<file path="src/rtl/vec_pkg.sv">
// Shared definitions for the vector capture block.
// Latency: n/a (types and constants only).
// Backpressure: n/a.
//
// The packed vector layout matches the 11-bit test-vector file format:
// [10:9]=op, [8:6]=a, [5:3]=b, [2:0]=z.
package vec_pkg;

  localparam int VW     = 11;
  localparam int OP_LSB = 9;
  localparam int A_LSB  = 6;
  localparam int B_LSB  = 3;
  localparam int Z_LSB  = 0;

  typedef enum logic [1:0] {
    IDLE    = 2'd0,
    CAPTURE = 2'd1,
    DUMP    = 2'd2
  } state_t;

  // Field order gives op in the MSBs, so the struct packs straight into
  // the vector-file layout without any bit shuffling.
  typedef struct packed {
    logic [1:0] op;
    logic [2:0] a;
    logic [2:0] b;
    logic [2:0] z;
  } vec_t;

endpackage

</file>
<file path="src/rtl/vec_buf_ram.sv">
// Sample buffer: single-port DEPTH x VW RAM, synchronous write, registered read.
// Latency: read data appears one cycle after the address is presented.
// Backpressure: none; the caller holds the address to hold the read data.
//
// Ports:
//   clk   - clock, rising edge
//   we    - write enable for addr
//   addr  - shared read/write address
//   wdata - write data
//   rdata - registered read of addr (old contents on a same-cycle write)
//
// Contents are deliberately not reset; the owner tracks which entries are valid.
module vec_buf_ram #(
  parameter int AW = 4,
  parameter int VW = 11
) (
  input  logic          clk,
  input  logic          we,
  input  logic [AW-1:0] addr,
  input  logic [VW-1:0] wdata,
  output logic [VW-1:0] rdata
);

  localparam int DEPTH = 1 << AW;

  logic [VW-1:0] mem [DEPTH];

  always_ff @(posedge clk) begin
    if (we) begin
      mem[addr] <= wdata;
    end
    rdata <= mem[addr];
  end

endmodule

</file>
<file path="src/rtl/vec_capture.sv">
// Records live {op,a,b,z} samples into a buffer and streams them out as 11-bit vectors.
// Latency: first rd_valid 2 cycles after dump; then one entry per cycle under rd_ready.
// Backpressure: rd_valid/rd_ready; rd_data/rd_last held while rd_valid & !rd_ready.
//
// Ports:
//   clk, rst         - clock (rising edge), asynchronous active-low reset
//   start/stop       - begin (clearing the buffer) / end capture
//   cap_en           - record {op,a,b,z} this cycle while capturing
//   op, a, b, z      - snooped ALU-style unit ports
//   dump             - stream the stored entries out
//   rd_ready         - downstream accepts rd_data
//   rd_valid/rd_data - output vector, {op,a,b,z}
//   rd_last          - marks the final entry of a dump
//   count, full      - stored entry count (0..DEPTH), count == DEPTH
//   overflow         - sticky: a sample arrived while full
//   busy             - not idle
module vec_capture
  import vec_pkg::*;
#(
  parameter int AW = 4
) (
  input  logic          clk,
  input  logic          rst,
  input  logic          start,
  input  logic          stop,
  input  logic          cap_en,
  input  logic [1:0]    op,
  input  logic [2:0]    a,
  input  logic [2:0]    b,
  input  logic [2:0]    z,
  input  logic          dump,
  input  logic          rd_ready,
  output logic          rd_valid,
  output logic [VW-1:0] rd_data,
  output logic          rd_last,
  output logic [AW:0]   count,
  output logic          full,
  output logic          overflow,
  output logic          busy
);

  localparam int          DEPTH     = 1 << AW;
  localparam logic [AW:0] DEPTH_CNT = (AW+1)'(DEPTH);
  localparam logic [AW:0] ONE_CNT   = (AW+1)'(1);

  state_t        state_q, state_d;
  logic [AW:0]   count_q, count_d;
  logic          ovf_q, ovf_d;
  logic [AW-1:0] idx_q, idx_d;     // index of the entry being presented on rd_data
  logic          rd_vld_q, rd_vld_d;

  logic          ram_we;
  logic [AW-1:0] ram_addr;
  vec_t          ram_wdat;
  vec_t          ram_rdat;

  logic          is_full;
  logic          last_hit;
  logic          xfer;

  assign is_full  = (count_q == DEPTH_CNT);
  assign last_hit = ({1'b0, idx_q} == (count_q - ONE_CNT));
  assign xfer     = rd_vld_q & rd_ready;
  assign ram_wdat = '{op: op, a: a, b: b, z: z};

  always_comb begin
    state_d  = state_q;
    count_d  = count_q;
    ovf_d    = ovf_q;
    idx_d    = idx_q;
    rd_vld_d = rd_vld_q;
    ram_we   = 1'b0;
    ram_addr = idx_q;

    case (state_q)
      IDLE: begin
        if (start) begin
          state_d = CAPTURE;
          count_d = '0;
          ovf_d   = 1'b0;
        end else if (dump && (count_q != '0)) begin
          state_d  = DUMP;
          idx_d    = '0;
          rd_vld_d = 1'b0;
        end
      end

      CAPTURE: begin
        ram_addr = count_q[AW-1:0];
        if (start) begin
          // Restart: a same-cycle sample becomes entry 0 of the new capture.
          ram_addr = '0;
          ovf_d    = 1'b0;
          count_d  = '0;
          if (cap_en) begin
            ram_we  = 1'b1;
            count_d = ONE_CNT;
          end
        end else begin
          if (cap_en) begin
            if (!is_full) begin
              ram_we  = 1'b1;
              count_d = count_q + ONE_CNT;
            end else begin
              ovf_d = 1'b1;
            end
          end
          if (stop) begin
            state_d = IDLE;
          end
        end
      end

      DUMP: begin
        // Prefetch the next entry on a transfer; otherwise keep re-reading
        // the current one so the registered RAM output stays stable.
        ram_addr = xfer ? (idx_q + 1'b1) : idx_q;
        if (!rd_vld_q) begin
          // Only the first DUMP cycle sees rd_valid low: entry 0 is being read.
          rd_vld_d = 1'b1;
        end else if (xfer) begin
          if (last_hit) begin
            rd_vld_d = 1'b0;
            state_d  = IDLE;
          end else begin
            idx_d = idx_q + 1'b1;
          end
        end
      end

      default: begin
        state_d  = IDLE;
        rd_vld_d = 1'b0;
      end
    endcase
  end

  always_ff @(posedge clk or negedge rst) begin
    if (!rst) begin
      state_q  <= IDLE;
      count_q  <= '0;
      ovf_q    <= 1'b0;
      idx_q    <= '0;
      rd_vld_q <= 1'b0;
    end else begin
      state_q  <= state_d;
      count_q  <= count_d;
      ovf_q    <= ovf_d;
      idx_q    <= idx_d;
      rd_vld_q <= rd_vld_d;
    end
  end

  vec_buf_ram #(
    .AW (AW),
    .VW (VW)
  ) u_buf (
    .clk   (clk),
    .we    (ram_we),
    .addr  (ram_addr),
    .wdata (ram_wdat),
    .rdata (ram_rdat)
  );

  // RAM output is not reset, so qualify it with rd_valid to give clean zeros.
  assign rd_valid = rd_vld_q;
  assign rd_data  = rd_vld_q ? ram_rdat : '0;
  assign rd_last  = rd_vld_q & last_hit;
  assign count    = count_q;
  assign full     = is_full;
  assign overflow = ovf_q;
  assign busy     = (state_q != IDLE);

endmodule

</file>
<file path="config.mk">
export PLATFORM = sky130hd
export DESIGN_NAME = vec_capture
export DESIGN_NICKNAME = d
export VERILOG_FILES = /design/src/rtl/vec_pkg.sv /design/src/rtl/vec_buf_ram.sv /design/src/rtl/vec_capture.sv
export SDC_FILE = /design/constraint.sdc
export NUM_CORES = 1
export LEC_CHECK = 0
export CORE_UTILIZATION = 54
export DETAILED_ROUTE_END_ITERATION = 7
export PLACE_DENSITY = 0.72
export SETUP_SLACK_MARGIN = 0.02
export SKIP_CTS_REPAIR_TIMING = 1
export SLEW_MARGIN = 20
export SYNTH_ARGS = -nofsm -noshare
export SYNTH_HDL_FRONTEND = slang
export SYNTH_SLANG_ARGS = --single-unit
</file>
<file path="constraint.sdc">
create_clock -name clk -period 3 [get_ports clk]
set_input_delay 0.6 -clock clk [delete_from_list [all_inputs] [get_ports clk]]
set_output_delay 0.6 -clock clk [all_outputs]
set_load 0.01 [all_outputs]
</file>
* Word-level counts from Yosys, hierarchy flattened *
Memories as Yosys holds them, arrays and structs flattened. A register that Yosys moved wholly into a read port is not among the register bits.
Cells that the tools add are included.

storage, ports and cells
  flip-flop bits (word level) = 13
  RAM bits = 176
  input bits = 18
  logic and storage cells = 82
  memories kept = 1

memory list
  name       words  bits a word  read ports  clocked after memory_dff  write ports  line               RTL
  u_buf.mem  16     11           1           1                         1            vec_buf_ram.sv:26  logic [VW-1:0] mem [DEPTH];

cells by class
  $add $sub $neg = 3
  equality and inequality tests = 17
  multiplexer cells = 42
  bitwise logic cells = 3
  reductions and logical operators = 11

operator list
  operator               number
  $mux W4                7
  $mux W5                4
  $ne A2 B2 Y1 const B   9
  $mux W1                17
  $pmux W4 S2            2
  $mux W2                7
  $ne A3 B3 Y1 const B   4
  $reduce_and A6 Y1      2
  $mux W11               1
  $pmux W5 S2            1
  $reduce_and A4 Y1      2
  $pmux W2 S3            1
  $reduce_bool A2 Y1     3
  $add A5 B1 Y5 const B  1
  $eq A4 B5 Y1           1
  $eq A5 B5 Y1 const B   1
  $reduce_bool A5 Y1     1
  $sub A5 B1 Y5 const B  1
  $add A4 B1 Y4 const B  1
  $pmux W1 S3            1
  $reduce_and A3 Y1      1
  $and A1 B1 Y1          2
  $eq A2 B1 Y1 const B   1
  $eq A2 B2 Y1 const B   1
  other kinds (4)        4

* Logic depth before layout (Yosys ltp) *
Gate-level depths: netlist of run 1.

  depth in word-level cells = 7
  gate-level depth with buffers = 12
  depth with buffers taken out = 9

* Hierarchy *
Synthesis of run 1 repeated with hierarchy kept, for this count alone.

unflattened totals
  cell total of the unflattened synthesis = 451
  area, all modules = 8202.9 um^2

by module, submodules not included
  module       times used  cells an instance  area an instance (um^2)  seq. area each (um^2)
  vec_buf_ram  1           307                6984.2                   5505.3
  vec_capture  1           144                1218.7                   325.3

* Least setup slack after synthesis of run 1 *
Ideal clock, no wire load.

  path type = input to register
  from = input port start
  to = memory u_buf.mem[4][0], enable pin
  library setup time = 0.378 ns
  arrival = 2.505 ns
  data required time = 2.622 ns
  path slack = 0.117 ns
  stages = 7
  path buffers = 2
  cell sequence = clkbuf_1 nand3b_1 o21ai_1 a22oi_1 clkbuf_1 nand3_1 nor2_1

on the way
  cells in the longest elaborated chain, start to end = 4
  elaborated cells between the ends (all ways) = 6
  classes of those cells = mux (6)

ends and longest elaborated chain
  element                        line               RTL
  start: declaration             vec_capture.sv:24  input logic start,
  $mux W1                        vec_capture.sv:90  if (start) begin
  $mux W1                        vec_capture.sv:75  case (state_q)
  $mux W1                        vec_buf_ram.sv:29  if (we) begin
  $mux W1 (not written as such)  vec_buf_ram.sv:30  mem[addr] <= wdata;
  end: declaration               vec_buf_ram.sv:26

Parallel ways exist; a longest one is shown, timed or not.

* Final worst setup path of run 1 *
  from = register count_q[0] (netlist: count[0])
  to = output port rd_last

on the way
  cells in the longest elaborated chain, start to end = 3

ends and longest elaborated chain
  element                   line                RTL
  start: declaration        vec_capture.sv:47   logic [AW:0] count_q, count_d;
  start signal: assignment  vec_capture.sv:147  count_q <= count_d;
  $sub A5 B1 Y5             vec_capture.sv:62   assign last_hit = ({1'b0, idx_q} == (count_q - ONE_CNT));
  $eq A4 B5 Y1              vec_capture.sv:62
  $and A1 B1 Y1             vec_capture.sv:168  assign rd_last = rd_vld_q & last_hit;
  end: declaration          vec_capture.sv:35   output logic rd_last,

No other way between the ends.

==> results.tsv, run 1 <==
stage	metric	value	unit
power	p_leak	3.52	nW
power	vdd_drop_max	437	uV
final_layout	most-common-layout-cells	edfxtp_1, nand2_1, buf_4	
timing	finalClockSkew	0.0117	ns
clock_tree	cts_buffers	17	
timing	setup_tns	0	ns
placed_design	dp_cells	940	
synth	syn_nets	713	
timing	period_share	97.7	%
status	status	finished, final reports clean	
timing	fmax	0.341	GHz
detailed_routing	ant_nets	0	
final_layout	final_nets	772	
worst_setup_path	slowest_delay	0.53	ns
floorplanning	io_pins	39	
timing	final.min_clock_period	2.93	ns
worst_setup_path	critPathSlowestCell	clkdlybuf4s50_1	
clock_tree	cts-root-buf	clkbuf_16	
timing	hold_viol	0	
placed_design	dp_slack	-0.0898	ns
synth	syn_area	8540	sq um
timing	tightest_slew	0.752	ns
timing	setup_viol	0	
timing	rsz0062_at_grt	true	
detailed_routing	dr_total_vias	5950	
detailed_routing	initialDrtViolationCount	489	
worst_setup_path	critPathBufInv	2	
worst_setup_path	arrival	2.33	ns
placed_design	placed_area	9380	sq um
synth	postSynth.asyncResetShare	6.50	%
worst_setup_path	crit_family	buffers and inverters	
synth	synth_edf_count	176	
floorplanning	die_y	128	microns
timing	slew_headroom	49.7	%
synth	synth_seq_cells	200	
global_route	grt.overflow.total	0	
synth	synth_cell_type_count	59	
clock_tree	clock_path_buffers	2	
clock_tree	clock-sinks	200	
final_layout	antenna_cells	0	
clock_tree	cts.clk_slew.worst_paths	0.07	ns
placed_design	dpl.hpwl	13300	microns
clock_tree	clk_latency	0.44	ns
worst_setup_path	cp.required	2.40	ns
clock_tree	cts_tree	built	
worst_setup_path	critPathLaunchType	register	
global_route	grt_max_degree	49	
run	maxCapViolCount	0	
synth	yosysSeqAreaShare	68.2	%
final_layout	drive_gt1_share	12.5	%
synth	yosys_warnings	0	
timing	timing.final.ws_setup	0.0690	ns
synth	synth_cells	689	
final_layout	instances_no_fill	972	
final_layout	final_area	9950	sq um
power	power_density	681	nW/um^2
timing	drv_slew	0	
detailed_routing	dr.pass1.iters	5	
placed_design	gp_congestion	0.924	
floorplanning	dieWidth	128	microns
synth	ys.flop_type	edfxtp_1	
worst_setup_path	cp-end-kind	primary output	
global_route	antenna_found_initial	0	
floorplanning	row_count	45	
synth	synth.avg_cell_area	12.4	sq um
floorplanning	coreArea	15300	sq um
floorplanning	dieArea	16300	sq um
global_route	grt_pass1_wl	31500	microns
clock_tree	cts_max_level	4	
worst_setup_path	crit_chain	inv_1 > ha_1 > xnor2_1 > nor2_1 > o31ai_2 > and3_1 > clkdlybuf4s50_1	
detailed_routing	drt_wl_total	20200	microns
worst_setup_path	worst-setup-path-type	reg -> out	
detailed_routing	viasPerCell	6.12	
worst_setup_path	crit_fanout	4	
floorplanning	initial_core_util	55.8	%
final_layout	final_common_cell	edfxtp_1	
detailed_routing	drc	0	
global_route	grt_pass1_vias	5742	
detailed_routing	post_drt_wl_per_cell	20.8	microns
global_route	gr-usage-all-layers	26.3	%
placed_design	port_buffers	38	
final_layout	area_delta_synth_final	16.5	%
worst_hold_path	holdCritPathClass	reg -> reg	
cells by family (layout without fill, tap and decap cells):
logic type / after synthesis / after routing / synth area share (%)
AOI/OAI and AO/OA: 136 / 136 / 11.2
xor gates and xnor gates: 8 / 8 / 0.908
adders and majority gates: 6 / 6 / 0.879
buffers and inverters: 55 / 127 / 2.94
DFF: 200 / 200 / 68.2
muxes: 6 / 6 / 0.747
and+or+nand+nor: 278 / 278 / 15.1
worst register-to-register path, stage by stage (launching register included):
cell,delay (ns)
dfrtp_1,0.38
inv_1,0.10
ha_2,0.34
inv_1,0.17
o21ai_1,0.34
a22oi_2,0.20
buf_4,0.25
buf_4,0.17
a211oi_1,0.21
a31oi_1,0.06
a22oi_1,0.26
nand2_1,0.14
power breakdown:
| part | total [mW] | switching (mW) | internal [mW] |
|---|---|---|---|
| Sequential | 3.18 | 0.0422 | 3.13 |
| Combinational | 1.41 | 0.846 | 0.560 |
| Clock | 2.19 | 1.03 | 1.16 |
| Total | 6.77 | 1.92 | 4.85 |
through the flow:
stage                     util, %  hold slack [ns]  total power [mW]
after floorplan                 -            0.304              4.06
after global placement       61.2            0.503              4.58
after detailed placement     61.2            0.520              4.62
after CTS                    64.9            0.541              6.79
after global routing         65.0            0.572              7.04
final                        65.0            0.530              6.77
path summary, 6_finish.rpt:
check | startpoint | endpoint | slack, ns | cells after the start
max | count[0]$_DFFE_PN0P_ | rd_last | 0.07 | 7
min | overflow$_DFFE_PN0P_ | overflow$_DFFE_PN0P_ | 0.53 | 2
max reg2reg | state_q[0]$_DFFE_PN0P_ | u_buf.rdata[8]$_DFF_P_ | 0.25 | 11
min reg2reg | overflow$_DFFE_PN0P_ | overflow$_DFFE_PN0P_ | 0.53 | 2
max in group asynchronous | rst | state_q[0]$_DFFE_PN0P_ | 2.02 | 1
min in group asynchronous | rst | overflow$_DFFE_PN0P_ | 0.56 | 1
registers in the layout, indices dropped and copies added (netlist names):
name	cells
u_buf.mem	176
u_buf.rdata	11
count	5
idx_q	4
state_q	2
overflow	1
rd_valid	1
cell usage after synthesis (all sizes together), types with 5 or more instances:
cell / number / share of area, %
a21oi: 10 / 0.59
clkbuf: 23 / 1.0
o21ai: 14 / 0.82
and2: 15 / 1.1
nand4: 5 / 0.37
nand3: 35 / 2.1
dfrtp: 13 / 3.8
a22oi: 11 / 0.97
ha: 6 / 0.88
a211oi: 32 / 2.8
nand2: 132 / 5.8
and3: 33 / 2.4
dfxtp: 11 / 2.6
nor2: 40 / 1.8
a32oi: 10 / 1.0
xnor2: 5 / 0.60
edfxtp: 176 / 62
buf: 22 / 1.5
nor2b: 5 / 0.37
inv: 10 / 0.44
a31oi: 32 / 2.3
area by class of cell:
type	count	area, sq um
tap	211	264
clock inverter	12	100
timing repair buffer	85	771
inverter	10	37.5
fill	1168	5360
clock buffer	20	468
sequential	200	5830
multi-input combinational	434	2480
routing by layer:
metal	part of all wire (%)	track usage [%]
met1	41	33.3
met4	3.2	13.0
met5	0	0
met3	5.7	4.76
met2	50	43.8
(Power assumes the default switching activity.)
==> run 2, diff against run 1 <==
Settings changed: SYNTH_HIERARCHICAL set to 1.
==> run 2 against run 1 <==
The run now ends with design-rule violations left. Critical path type is now reg -> reg. Via count fell by 25%. Maximum frequency is 0.28% higher. Sequential power barely moved. Worst hold slack got worse by 0.027 ns. Flip-flop and latch count stayed put. Area after synthesis fell by 4.0%. Highest routed layer unchanged. Clock power grew 11%. Synthesized cell count down 35%.
==> results.tsv, run 2 <==
stage	metric	value	unit	change
floorplanning	coreArea	14700	sq um	was 15,300 sq um
floorplanning	dieWidth	125	microns	was 128 microns
worst_setup_path	critPathSlowestCell	mux4_1		was clkdlybuf4s50_1
detailed_routing	ant_nets	0		unchanged
synth	ys.flop_type	edfxtp_1		unchanged
timing	final.min_clock_period	2.92	ns	was 2.93 ns
power	vdd_drop_max	503	uV	was 437 uV
timing	slew_headroom	45.4	%	was 49.7%
clock_tree	clk_latency	0.43	ns	was 0.44 ns
final_layout	most-common-layout-cells	edfxtp_1, buf_4, clkdlybuf4s50_1		was edfxtp_1, nand2_1, buf_4
synth	yosys_warnings	6		was 0
timing	fmax	0.342	GHz	was 0.341 GHz
synth	synth_edf_count	176		unchanged
floorplanning	io_pins	39		unchanged
global_route	antenna_found_initial	0		unchanged
worst_setup_path	worst-setup-path-type	reg -> reg		was reg -> out
final_layout	fillers	960		was 1,168
timing	rsz0062_at_grt	true		unchanged
placed_design	gp_congestion	0.849		was 0.924
floorplanning	die_y	125	microns	was 128 microns
power	power_frac_clock	35.8	%	was 32.3%
status	violations	design-rule violations		
timing	setup_viol	0		unchanged
clock_tree	cts_tree	built		unchanged
timing	tightest_slew	0.816	ns	was 0.752 ns
final_layout	regMostFlops	u_buf/mem		was u_buf.mem
floorplanning	initial_core_util	55.8	%	about the same
power	p_leak	3.33	nW	was 3.52 nW
synth	synth_seq_cells	200		unchanged
synth	synth_cell_type_count	51		was 59
final_layout	drive_gt1_share	25.4	%	was 12.5%
global_route	grt.overflow.total	0		unchanged
detailed_routing	dr.pass1.iters	8		was 5
clock_tree	cts_max_level	4		unchanged
worst_hold_path	min_from	overflow$_DFFE_PN0P_		unchanged
worst_setup_path	regToRegEndpoint	u_buf/rdata[8]$_DFF_P_		was u_buf.rdata[8]$_DFF_P_
timing	drv_slew	0		unchanged
worst_setup_path	slowest_delay	0.62	ns	was 0.53 ns
worst_hold_path	hold_depth	2		unchanged
power	swShare	24.7	%	was 28.3%
synth	synth_commonest_cells	edfxtp_1, mux4_2, nor2_1		was edfxtp_1, nand2_1, nor2_1
final_layout	largest_reg_flops	176		unchanged
timing	timing.final.ws_setup	0.0773	ns	was 0.0690 ns
placed_design	port_buffers	38		unchanged
floorplanning	dieArea	15700	sq um	was 16,300 sq um
synth	syn_area	8200	sq um	was 8540 sq um
worst_setup_path	r2r_start	state_q[1]$_DFFE_PN0P_		was state_q[0]$_DFFE_PN0P_
detailed_routing	viasPerCell	6.06		was 6.12
clock_tree	cts_buffers	17		unchanged
final_layout	final_common_cell	edfxtp_1		unchanged
floorplanning	row_count	44		was 45
power	p_int	5.10	mW	was 4.85 mW
clock_tree	clock-sinks	200		unchanged
power	p_seq_share	46.7	%	was 46.9%
synth	syn_nets	475		was 713
global_route	grt_pass1_vias	4662		was 5,742
power	power_switching	1.67	mW	was 1.92 mW
timing	setup_tns	0	ns	unchanged
synth	yosysMostFrequentCell	edfxtp_1		unchanged
clock_tree	cts-root-buf	clkbuf_16		unchanged
worst_hold_path	hold-path-endpoint	overflow$_DFFE_PN0P_		unchanged
synth	postSynth.asyncResetShare	6.50	%	unchanged
detailed_routing	post_drt_wl_per_cell	22.8	microns	was 20.8 microns
worst_hold_path	holdCritPathClass	reg -> reg		unchanged
timing	period_share	97.4	%	was 97.7%
synth	yosysTopAreaCell	edfxtp_1		unchanged
worst_setup_path	cp.required	3.31	ns	was 2.40 ns
final_layout	area_delta_synth_final	21.0	%	was 16.5%
clock_tree	cts.clk_slew.worst_paths	0.07	ns	about the same
detailed_routing	dr_total_vias	4457		was 5,950
detailed_routing	drc	6		was 0
clock_tree	clock_path_buffers	2		unchanged
worst_setup_path	crit_chain	inv_1 > ha_1 > inv_1 > or3_1 > a21oi_1 > a221o_2 > buf_12 > mux4_1 > a22oi_1 > nand2_1		was inv_1 > ha_1 > xnor2_1 > nor2_1 > o31ai_2 > and3_1 > clkdlybuf4s50_1
final_layout	antenna_cells	0		unchanged
placed_design	dp_slack	-0.290	ns	was -0.0898 ns
detailed_routing	drt_wl_total	16800	microns	was 20,200 microns
worst_setup_path	reg2reg_depth	10		was 11
worst_setup_path	cp-end-kind	register		was primary output
worst_setup_path	critPathLaunchType	register		unchanged
synth	yosys.area.top_type_share	64.4	%	was 61.9%
detailed_routing	initialDrtViolationCount	257		was 489
synth	yosysSeqAreaShare	71.1	%	was 68.2%
worst_setup_path	cpMostUsedCell	inv_1		
global_route	grt_max_degree	27		was 49
power	power_density	683	nW/um^2	was 681 nW/um^2
final_layout	final_nets	562		was 772
synth	synth_cells	451		was 689
global_route	grt_pass1_wl	26000	microns	was 31,500 microns
worst_setup_path	crit_fanout	13		was 4
worst_setup_path	arrival	3.23	ns	was 2.33 ns
synth	synth.avg_cell_area	18.2	sq um	was 12.4 sq um
run	maxCapViolCount	0		unchanged
timing	hold_viol	0		unchanged
status	status	finished with violations		was finished, final reports clean
global_route	gr-usage-all-layers	22.7	%	was 26.3%
placed_design	dpl.hpwl	10900	microns	was 13,300 microns
power	comb_power_share	17.5	%	was 20.8%
synth	synth.area.top_cells	edfxtp_1, mux4_2, mux4_1, dfrtp_1, dfxtp_1		was edfxtp_1, nand2_1, dfrtp_1, a211oi_1, dfxtp_1
timing	finalClockSkew	0.00872	ns	was 0.0117 ns
worst_setup_path	reg2reg_slack	0.08	ns	was 0.25 ns
==> run 2: layer usage <==
layer | wire length [microns] | global-route usage, %
met4 | 287 | 8.18
met2 | 8950 | 40.4
met3 | 907 | 4.24
met1 | 6640 | 28.0
met5 | 0 | 0
==> run 2: power by group through the flow <==
stage / sequential (mW) / combinational [mW] / clock [mW]
detailed placement: 3.23 / 1.11 / 0
global route: 3.18 / 1.27 / 2.56
finish: 3.17 / 1.18 / 2.43
CTS: 3.17 / 1.12 / 2.46
global placement: 3.22 / 1.08 / 0
floorplan: 3.23 / 0.648 / 0
==> run 2: worst max-delay path, delay by kind of cell (launching register included) <==
kind            cells  cell delay [ns]
compound gates      3             0.68
fa+ha+maj           1             0.33
buf+inv             3             0.33
flops               1             0.37
mux                 1             0.62
simple gates        2             0.47
==> run 2: worst max-delay path by stage <==
stage                                 from                   endpoint  depth (start not counted)
floorplan                         rd_ready  u_buf/mem[4][0]$_DFFE_PP_                          7
global placement                  rd_ready     u_buf/rdata[4]$_DFF_P_                         10
detailed placement                rd_ready     u_buf/rdata[4]$_DFF_P_                         10
CTS                   count[0]$_DFFE_PN0P_                    rd_last                          7
global route        state_q[0]$_DFFE_PN0P_  u_buf/mem[2][1]$_DFFE_PP_                         10
finish              state_q[1]$_DFFE_PN0P_     u_buf/rdata[8]$_DFF_P_                         10
==> run 2: cells by family after synthesis <==
logic type	share of synthesized area, %
buf+inv	2.32
mux	13.0
xor+xnor	0.931
compound gates	5.40
flops	71.1
simple gates	6.39
fa+ha+maj	0.915
==> run 2: final cells by class <==
cell class | count | area [sq um] | area share (%)
multi-input cells | 217 | 2250 | 22.6
well taps | 184 | 230 | 2.32
repair buffers | 92 | 940 | 9.47
clock buffers | 17 | 425 | 4.29
inverters | 10 | 37.5 | 0.378
flip-flops and latches | 200 | 5830 | 58.8
clock inverters | 15 | 214 | 2.16
==> run 2: stage by stage <==
stage               total power, mW  hold WS [ns]  cells  cell area, sq um  utilization, %
detailed placement             4.34         0.495    698              9160            62.3
CTS                            6.74         0.513    730              9800            66.7
finish                         6.78         0.503    735              9920            67.5
global route                   7.00         0.554    735              9920            67.5
floorplan                      3.88         0.304    451              8210               -
global placement               4.31         0.486    698              9160            62.3
==> run 3, diff against run 2 <==
Settings changed: CORE_MARGIN set to 4, HOLD_SLACK_MARGIN set to 0.15.
==> run 3 against run 2 <==
The flow now finishes without violations. Critical path type unchanged. Clock power decreased by 11%. Sequential power about the same. Cell area decreased by 0.95%. Sequential share of layout area increased by 0.56 points.
==> results.tsv, run 3 (synthesis gave the netlist of run 2 again) <==
stage	metric	value	unit	change
power	power_frac_clock	33.3	%	was 35.8%
worst_setup_path	cp.required	3.30	ns	was 3.31 ns
timing	rsz0062_at_grt	true		unchanged
timing	setup_viol	0		unchanged
timing	finalClockSkew	0.00577	ns	was 0.00872 ns
final_layout	instances_no_fill	737		was 735
detailed_routing	wl_met2	8650	microns	was 8950 microns
final_layout	area_delta_synth_final	19.8	%	was 21.0%
placed_design	dp_cells	702		was 698
detailed_routing	wl_met3	1180	microns	was 907 microns
timing	period_share	97.5	%	was 97.4%
clock_tree	clock_path_buffers	2		unchanged
floorplanning	die_y	131	microns	was 125 microns
final_layout	regMostFlops	u_buf/mem		unchanged
floorplanning	dieArea	17200	sq um	was 15,700 sq um
power	swShare	24.6	%	was 24.7%
power	finalPower	6.52	mW	was 6.78 mW
clock_tree	clk_latency	0.42	ns	was 0.43 ns
detailed_routing	dr_total_vias	4498		was 4,457
detailed_routing	dr.pass1.iters	5		was 8
floorplanning	dieWidth	131	microns	was 125 microns
timing	hold_viol	0		unchanged
timing	tightest_slew	0.856	ns	was 0.816 ns
global_route	grt_max_degree	21		was 27
worst_setup_path	worst-setup-path-type	reg -> reg		unchanged
worst_hold_path	holdCritPathClass	reg -> reg		unchanged
final_layout	most-common-layout-cells	edfxtp_1, buf_4, clkdlybuf4s50_1		unchanged
detailed_routing	routed.top_layer	met4		unchanged
worst_hold_path	min_from	overflow$_DFFE_PN0P_		unchanged
detailed_routing	drc	0		was 6
status	status	finished, final reports clean		was finished with violations
floorplanning	row_count	44		unchanged
clock_tree	clock-sinks	200		unchanged
power	vdd_drop_max	414	uV	was 503 uV
global_route	antenna_found_initial	0		unchanged
worst_setup_path	cp-end-kind	register		unchanged
floorplanning	io_pins	39		unchanged
power	comb_power_share	18.0	%	was 17.5%
final_layout	final_common_cell	edfxtp_1		unchanged
power	p_seq_share	48.7	%	was 46.7%
detailed_routing	post_drt_wl_per_cell	23.1	microns	was 22.8 microns
floorplanning	coreArea	14700	sq um	unchanged
power	p_leak	3.31	nW	was 3.33 nW
timing	slew_headroom	42.7	%	was 45.4%
detailed_routing	ant_nets	0		unchanged
worst_hold_path	hold-path-endpoint	overflow$_DFFE_PN0P_		unchanged
worst_setup_path	reg2reg_slack	0.07	ns	was 0.08 ns
timing	drv_slew	0		unchanged
power	p_int	4.92	mW	was 5.10 mW
worst_setup_path	crit_fanout	7		was 13
clock_tree	cts_max_level	4		unchanged
detailed_routing	initialDrtViolationCount	444		was 257
final_layout	antenna_cells	0		unchanged
global_route	gr-usage-all-layers	20.5	%	was 22.7%
final_layout	final_core_util	66.9	%	was 67.5%
placed_design	dpl.hpwl	11500	microns	was 10,900 microns
detailed_routing	viasPerCell	6.10		was 6.06
final_layout	final_nets	564		was 562
clock_tree	cts_tree	built		unchanged
clock_tree	cts.clk_slew.worst_paths	0.07	ns	about the same
floorplanning	initial_core_util	55.8	%	unchanged
clock_tree	cts_buffers	17		unchanged
detailed_routing	drt_wl_total	17000	microns	was 16,800 microns
timing	fmax	0.342	GHz	about the same
placed_design	port_buffers	38		unchanged
worst_setup_path	reg2reg_depth	12		was 10
worst_setup_path	r2r_start	state_q[1]$_DFFE_PN0P_		unchanged
worst_setup_path	critPathLaunchType	register		unchanged
detailed_routing	wl_met1	6770	microns	was 6640 microns
timing	final.min_clock_period	2.93	ns	was 2.92 ns
clock_tree	cts-root-buf	clkbuf_16		unchanged
worst_setup_path	arrival	3.23	ns	about the same
global_route	grt_pass1_wl	26800	microns	was 26,000 microns
placed_design	gp_congestion	0.811		was 0.849
worst_hold_path	hold_depth	2		unchanged
global_route	grt_pass1_vias	4662		unchanged
worst_setup_path	regToRegEndpoint	u_buf/rdata[2]$_DFF_P_		was u_buf/rdata[8]$_DFF_P_
final_layout	largest_reg_flops	176		unchanged
global_route	grt.overflow.total	0		unchanged
final_layout	drive_gt1_share	24.6	%	was 25.4%
power	power_switching	1.60	mW	was 1.67 mW
power	power_density	664	nW/um^2	was 683 nW/um^2
run	maxCapViolCount	0		unchanged
[run 3: worst max path at each step]
stage | cells after the start | endpoint | slack [ns] | from
6_report | 12 | u_buf/rdata[2]$_DFF_P_ | 0.07 | state_q[1]$_DFFE_PN0P_
5_1_grt | 12 | u_buf/rdata[2]$_DFF_P_ | -0.02 | state_q[1]$_DFFE_PN0P_
4_1_cts | 7 | rd_last | -0.1 | count[0]$_DFFE_PN0P_
3_5_place_dp | 10 | u_buf/rdata[9]$_DFF_P_ | -0.27 | rd_ready
3_3_place_gp | 10 | u_buf/rdata[9]$_DFF_P_ | -0.26 | rd_ready
2_1_floorplan | 7 | u_buf/mem[4][0]$_DFFE_PP_ | 0.09 | rd_ready
[run 3: final cells by class]
cell class / count / area, sq um
clock buffers: 20 / 437
clock inverters: 12 / 126
multi-input cells: 217 / 2240
well taps: 184 / 230
fillers: 938 / 4870
inverters: 10 / 37.5
repair buffers: 94 / 927
flip-flops and latches: 200 / 5830
[run 3: metal layers]
layer | GRT usage, % | up-vias
met5 | 0 | -
met4 | 6.83 | 0
met1 | 25.8 | 2272
li1 | - | 2003
met3 | 6.54 | 34
met2 | 34.2 | 189
[run 3: power by group through the flow]
stage / Clock [mW] / Sequential [mW] / Combinational, mW
final: 2.17 / 3.17 / 1.18
after global routing: 2.33 / 3.18 / 1.28
after CTS: 2.22 / 3.18 / 1.11
after detailed placement: 0 / 3.24 / 1.10
after global placement: 0 / 3.23 / 1.08
after floorplan: 0 / 3.23 / 0.648
[run 3: metrics by stage]
stage	setup TNS, ns	hold WS, ns	setup WS, ns	area (sq um)
finish	0	0.573	0.0745	9830
global route	-0.0218	0.621	-0.0218	9830
CTS	-0.104	0.576	-0.0963	9740
detailed placement	-9.58	0.566	-0.269	9180
global placement	-8.75	0.481	-0.263	9180
floorplan	0	0.304	0.0870	8210
[run 3: critical path, cell delays in order, from the launching register on]
cell and delay, ns:
dfrtp_1 0.38, inv_1 0.10, ha_4 0.28, inv_1 0.06, or3_1 0.38, a21oi_2 0.13
a221o_2 0.17, buf_12 0.13, buf_4 0.16, buf_4 0.14, mux4_1 0.55, a22oi_1 0.22
nand2_1 0.09
